<file path="src/rtl/nsqrt_sched.sv">
// Issue controller for the nine-squarer square-root normalization datapath.
// Loads a 9-element vector serially, issues it on credit, and queues tagged magnitudes.
`timescale 1ns/1ps
module nsqrt_sched #(
  parameter int LAT        = 4,
  parameter int FIFO_DEPTH = 2,
  parameter int TAG_W      = 4
) (
  input  logic             clk,
  input  logic             rst_n,
  input  logic             in_valid,
  output logic             in_ready,
  input  logic [9:0]       in_data,
  input  logic [TAG_W-1:0] in_tag,
  output logic [89:0]      dp_vec,
  output logic             dp_issue,
  input  logic [10:0]      dp_mag,
  output logic             out_valid,
  input  logic             out_ready,
  output logic [10:0]      out_mag,
  output logic [TAG_W-1:0] out_tag,
  output logic             busy
);

  localparam int NEL = 9;
  localparam int EW  = 10;
  localparam int MW  = 11;
  localparam int PW  = (FIFO_DEPTH > 1) ? $clog2(FIFO_DEPTH) : 1;
  localparam int CW  = $clog2(FIFO_DEPTH + 1);
  localparam int OW  = $clog2(FIFO_DEPTH + LAT + 1);

  typedef enum logic [1:0] {LOAD, FULL, ISSUE} state_t;

  state_t           state;
  logic [3:0]       cnt;
  logic [TAG_W-1:0] cur_tag;
  logic [LAT-1:0]   vld_pipe;
  logic [TAG_W-1:0] tag_pipe [LAT];
  logic [MW-1:0]    mem_mag  [FIFO_DEPTH];
  logic [TAG_W-1:0] mem_tag  [FIFO_DEPTH];
  logic [PW-1:0]    wr_ptr, rd_ptr;
  logic [CW-1:0]    fifo_count;
  logic [OW-1:0]    occupancy;
  logic             credit_ok, accept, push, pop;

  function automatic logic [PW-1:0] ptr_inc(input logic [PW-1:0] p);
    return (p == PW'(FIFO_DEPTH - 1)) ? '0 : p + PW'(1);
  endfunction

  assign accept    = in_valid && in_ready;
  assign push      = vld_pipe[LAT-1];
  assign out_valid = (fifo_count != '0);
  assign pop       = out_valid && out_ready;

  // Every slot the FIFO must eventually hold: queued results plus results in flight.
  // NOTE: combinational blocks assign every output first so no path infers a latch.
  always_comb begin
    occupancy = OW'(fifo_count);
    for (int i = 0; i < LAT; i++) occupancy = occupancy + OW'(vld_pipe[i]);
    credit_ok = (occupancy < OW'(FIFO_DEPTH));
  end

  // Credit is also checked on the ninth accept, so an unblocked vector skips FULL
  // and issues in the very next cycle (10 cycles per vector).
  // NOTE: all state is updated with <= so every reader sees pre-edge values.
  always_ff @(posedge clk or negedge rst_n) begin
    if (!rst_n) begin
      state    <= LOAD;
      cnt      <= '0;
      cur_tag  <= '0;
      dp_vec   <= '0;
      dp_issue <= 1'b0;
      in_ready <= 1'b0;
    end else begin
      case (state)
        LOAD: begin
          in_ready <= 1'b1;
          if (accept) begin
            for (int i = 0; i < NEL; i++)
              if (cnt == 4'(i)) dp_vec[i*EW +: EW] <= in_data;
            if (cnt == '0) cur_tag <= in_tag;
            cnt <= cnt + 4'd1;
            if (cnt == 4'(NEL - 1)) begin
              in_ready <= 1'b0;
              if (credit_ok) begin
                state    <= ISSUE;
                dp_issue <= 1'b1;
              end else begin
                state <= FULL;
              end
            end
          end
        end
        FULL: begin
          if (credit_ok) begin
            state    <= ISSUE;
            dp_issue <= 1'b1;
          end
        end
        ISSUE: begin
          dp_issue <= 1'b0;
          cnt      <= '0;
          in_ready <= 1'b1;
          state    <= LOAD;
        end
        default: state <= LOAD;
      endcase
    end
  end

  // In-flight tracker: bit LAT-1 marks the cycle in which dp_mag holds a result.
  always_ff @(posedge clk or negedge rst_n) begin
    if (!rst_n) begin
      vld_pipe <= '0;
      for (int i = 0; i < LAT; i++) tag_pipe[i] <= '0;
    end else begin
      for (int i = LAT - 1; i > 0; i--) begin
        vld_pipe[i] <= vld_pipe[i-1];
        tag_pipe[i] <= tag_pipe[i-1];
      end
      vld_pipe[0] <= dp_issue;
      tag_pipe[0] <= cur_tag;
    end
  end

  always_ff @(posedge clk or negedge rst_n) begin
    if (!rst_n) begin
      wr_ptr     <= '0;
      rd_ptr     <= '0;
      fifo_count <= '0;
    end else begin
      if (push) wr_ptr <= ptr_inc(wr_ptr);
      if (pop)  rd_ptr <= ptr_inc(rd_ptr);
      case ({push, pop})
        2'b10:   fifo_count <= fifo_count + CW'(1);
        2'b01:   fifo_count <= fifo_count - CW'(1);
        default: fifo_count <= fifo_count;
      endcase
    end
  end

  // NOTE: storage is not reset; the count gates visibility, so stale entries never leak.
  always_ff @(posedge clk) begin
    if (push) begin
      mem_mag[wr_ptr] <= dp_mag;
      mem_tag[wr_ptr] <= tag_pipe[LAT-1];
    end
  end

  assign out_mag = out_valid ? mem_mag[rd_ptr] : '0;
  assign out_tag = out_valid ? mem_tag[rd_ptr] : '0;
  assign busy    = (cnt != '0) || (state != LOAD) || (vld_pipe != '0) || (fifo_count != '0);

  a_no_overflow: assert property (@(posedge clk) disable iff (!rst_n)
    !(push && !pop && (fifo_count == CW'(FIFO_DEPTH))));

endmodule

</file>
<file path="config.mk">
export PLATFORM = sky130hd
export DESIGN_NAME = nsqrt_sched
export DESIGN_NICKNAME = d
export VERILOG_FILES = /design/src/rtl/nsqrt_sched.sv
export SDC_FILE = /design/constraint.sdc
export NUM_CORES = 1
export LEC_CHECK = 0
export CAP_MARGIN = 25
export CORE_ASPECT_RATIO = 0.7
export CORE_MARGIN = 2
export CORE_UTILIZATION = 40
export DETAILED_ROUTE_END_ITERATION = 7
export PLACE_DENSITY = 0.7
export RECOVER_POWER = 100
export SLEW_MARGIN = 40
export SYNTH_ARGS = -nofsm -noshare
export SYNTH_HDL_FRONTEND = slang
export SYNTH_SLANG_ARGS = --single-unit
</file>
<file path="constraint.sdc">
create_clock -name clk -period 3.35 [get_ports clk]
set_input_delay 0.5025 -clock clk [delete_from_list [all_inputs] [get_ports clk]]
set_output_delay 0.5025 -clock clk [all_outputs]
set_load 0.01 [all_outputs]
</file>
==> impl_metrics.toml <==
[outcome]
status = "completed"

[worst_setup_path]
path_buf_inv = 2
ff2ff_path_depth = 4
cp.arrival_ns = 2.36
rr_startpoint = "cnt[0]$_DFFE_PN0P_"
crit_top_cell = "nor2_1"
cp_cell_sequence = "nor2_1 -> clkbuf_1 -> nor2_1 -> dlygate4sd3_1"
crit_start = "fifo_count[0]$_DFFE_PN0P_"
cp.required_ns = 2.85
endpoint_kind = "output port"
critPathTopFamily = "buffers and inverters"
max_stage_delay_ns = 0.64
critPathKind = "reg -> out"
r2r_end = "dp_vec[4]$_DFFE_PN0P_"
cp.depth = 4
start_kind = "flip-flop"
path_max_fanout = 17
rrSetupSlack_ns = 0.93
slowest_stage = "clkbuf_1"
crit_end = "out_mag[4]"

[flow_run]
cap_violations = 0

[floorplan]
rows = 37
core_area_um2 = 14700
io_pins = 138
start_util_pct = 41.0
die_w_um = 151
dieHeight_um = 107
dieArea_um2 = 16100

[drt]
drt_wl_total_mm = 13.3
routedWlPerCell_um = 18.5
drt-vias-per-instance = 4.90
firstDrtPassIters = 4
ant_nets = 0
drt_iter0_markers = 172
drc = 0
routed-via-count = 3520

[pwr]
seqPwrFrac_pct = 40.3
switchingPower_mw = 2.46
pwr-share-clk_pct = 24.1
p_leak_nw = 3.48
cellPowerDensity_nw_per_um2 = 982
swShare_pct = 31.1
irDropWorstVdd_uv = 444
internal_power_mw = 5.45
p_comb_share_pct = 35.6

[clocking]
cts_sinks = 156
cts_tree = "yes"
cts_buffers = 17
ctsHoldBuffers = 1
cts.path.max_buffers = 2
clock-root-buffer = "clkbuf_16"
insertion_delay_ns = 0.42
htree_levels = 4
post_cts_buffers = 0
clk_pin_slew_ns = 0.06
cts-resized-gates = 0

[timing]
clock_skew_ns = 0.0169
relSlewSlack_pct = 7.39
rsz0062_at_grt = "false"
fmax_mhz = 349
setup_viol = 0
fin_tns_setup_ns = 0
worst_pin_slew_ns = 1.39
final-hold-violation-count = 0
period_minus_slack_ns = 2.87
timing.final.max_slew_violations = 0
fin_crit_sh_pct = 85.6

[placed_design]
place_inst = 685
io_buffers = 137
dp_hpwl_mm = 9.16
place_congestion = 0.754

[final_layout]
final_nets = 548
seq_area_um2 = 4060
layout-drive-gt1-share_pct = 21.0
fill_cells = 1224
antennaDiodeCount = 0
multiInputGateArea_um2 = 1720
stdcell_count = 718
synthToLayoutAreaGrowth_pct = 33.6
final_util_pct = 54.7

[synthesis]
synthFlopType = "dfrtp_1"
yosys.area.top_type_share_pct = 52.3
synth_edf_count = 30
ys_async_sr_fraction_pct = 80.8
yosys_warnings = 0
synth_common_cells = "dfrtp_1, mux2_2, edfxtp_1"
yosys.area.top_type = "dfrtp_1"
avgSynthCellArea_um2 = 16.6
synthCells = 364
ys_ff_latch = 156
ys_types = 42
seq_area_frac_synth_pct = 67.2
synth.most_common_cell = "dfrtp_1"
synthTopCellsByArea = "dfrtp_1, edfxtp_1, mux2_2"
synth_fp_nets = 402
syn_area_um2 = 6030

[global_route]
grt_pass1_wl_mm = 21.1
grt_max_degree = 58
overflow = 0
grt_antenna_before_repair = 0
track_usage_pct = 17.6
grt_pass1_vias = 3773

[worst_hold_path]
worstHoldPathType = "reg -> reg"
-- cells by family (layout without fill, tap and decap cells) --
family          count (synthesis)  in the layout  synth area share (%)
simple gates                   46             46                  4.92
flops                         156            156                  67.2
xor+xnor                        5              5                 0.726
compound gates                 13             13                  1.37
buf+inv                        26            185                  2.86
fa+ha+maj                       9              9                  2.12
mux                           109            109                  20.8
-- per-layer routing --
| metal | track usage (%) | vias up | routed length [um] |
|---|---|---|---|
| met5 | 0 | - | 0 |
| met1 | 22.5 | 1800 | 5620 |
| met3 | 7.02 | 25 | 1180 |
| li1 | - | 1589 | - |
| met4 | 6.28 | 0 | 244 |
| met2 | 27.1 | 106 | 6210 |
-- cell usage in the layout (no fill, tap or decap), types with 2 or more instances in the layout --
cell type	netlist	layout
nor2b_1	1	2
nand3_1	4	4
dfrtp_1	126	125
inv_1	11	11
xnor2_1	3	3
ha_1	7	7
nor2_1	18	18
fa_1	2	2
clkbuf_16	0	17
clkinvlp_4	0	3
nor3_1	3	3
and3_1	4	7
clkdlybuf4s50_1	0	29
mux2_1	9	20
mux2i_1	15	15
mux2_2	73	73
a21boi_0	1	2
clkinv_2	0	2
dlygate4sd3_1	0	108
inv_6	0	3
xor2_1	2	2
a21oi_1	3	3
clkbuf_8	0	2
and3b_1	2	2
clkbuf_1	2	4
bufinv_16	0	2
o21ai_0	3	3
edfxtp_1	30	30
clkinv_4	0	2
-- per-stage QoR --
step                      hold WS, ns  cell area [um2]  total power, mW  worst slack [ns]
final                           0.343             8060             7.91             0.484
after detailed placement        0.335             7560             6.42             0.685
after global placement          0.331             7550             6.31             0.753
after global routing            0.357             8060             8.39             0.338
after CTS                       0.346             8160             8.36             0.734
after floorplan                 0.207             6030             4.70              1.28
-- layout make-up --
class	count	area share, %
flip-flops and latches	156	50.3
multi-input cells	182	21.3
repair buffers	142	17.5
clock buffers	20	5.67
well taps	195	3.03
clock inverters	12	1.69
inverters	11	0.512
-- worst min path at each step --
stage	to	slack, ns	startpoint	depth (start not counted)
CTS	tag_pipe[5]$_DFF_PN0_	0.35	tag_pipe[9]$_DFF_PN0_	0
global placement	tag_pipe[5]$_DFF_PN0_	0.33	tag_pipe[9]$_DFF_PN0_	0
detailed placement	tag_pipe[1]$_DFF_PN0_	0.33	tag_pipe[5]$_DFF_PN0_	0
global route	tag_pipe[1]$_DFF_PN0_	0.36	tag_pipe[5]$_DFF_PN0_	0
floorplan	cnt[0]$_DFFE_PN0P_	0.21	rst_n	0
finish	tag_pipe[1]$_DFF_PN0_	0.34	tag_pipe[5]$_DFF_PN0_	0
-- flip-flops by register name, indices dropped and copies added (netlist names) --
signal	count
dp_vec	90
mem_mag	22
tag_pipe	16
mem_tag	8
cnt	4
cur_tag	4
vld_pipe	4
fifo_count	2
state	2
dp_issue	1
in_ready	1
rd_ptr	1
wr_ptr	1
-- power by group through the flow --
stage	registers [mW]	logic [mW]	clock network [mW]
finish	3.19	2.82	1.90
floorplan	3.35	1.35	0
detailed placement	3.26	3.16	0
CTS	3.24	3.20	1.93
global placement	3.21	3.10	0
global route	3.30	3.07	2.02
Power figures use the tool's default switching activity.
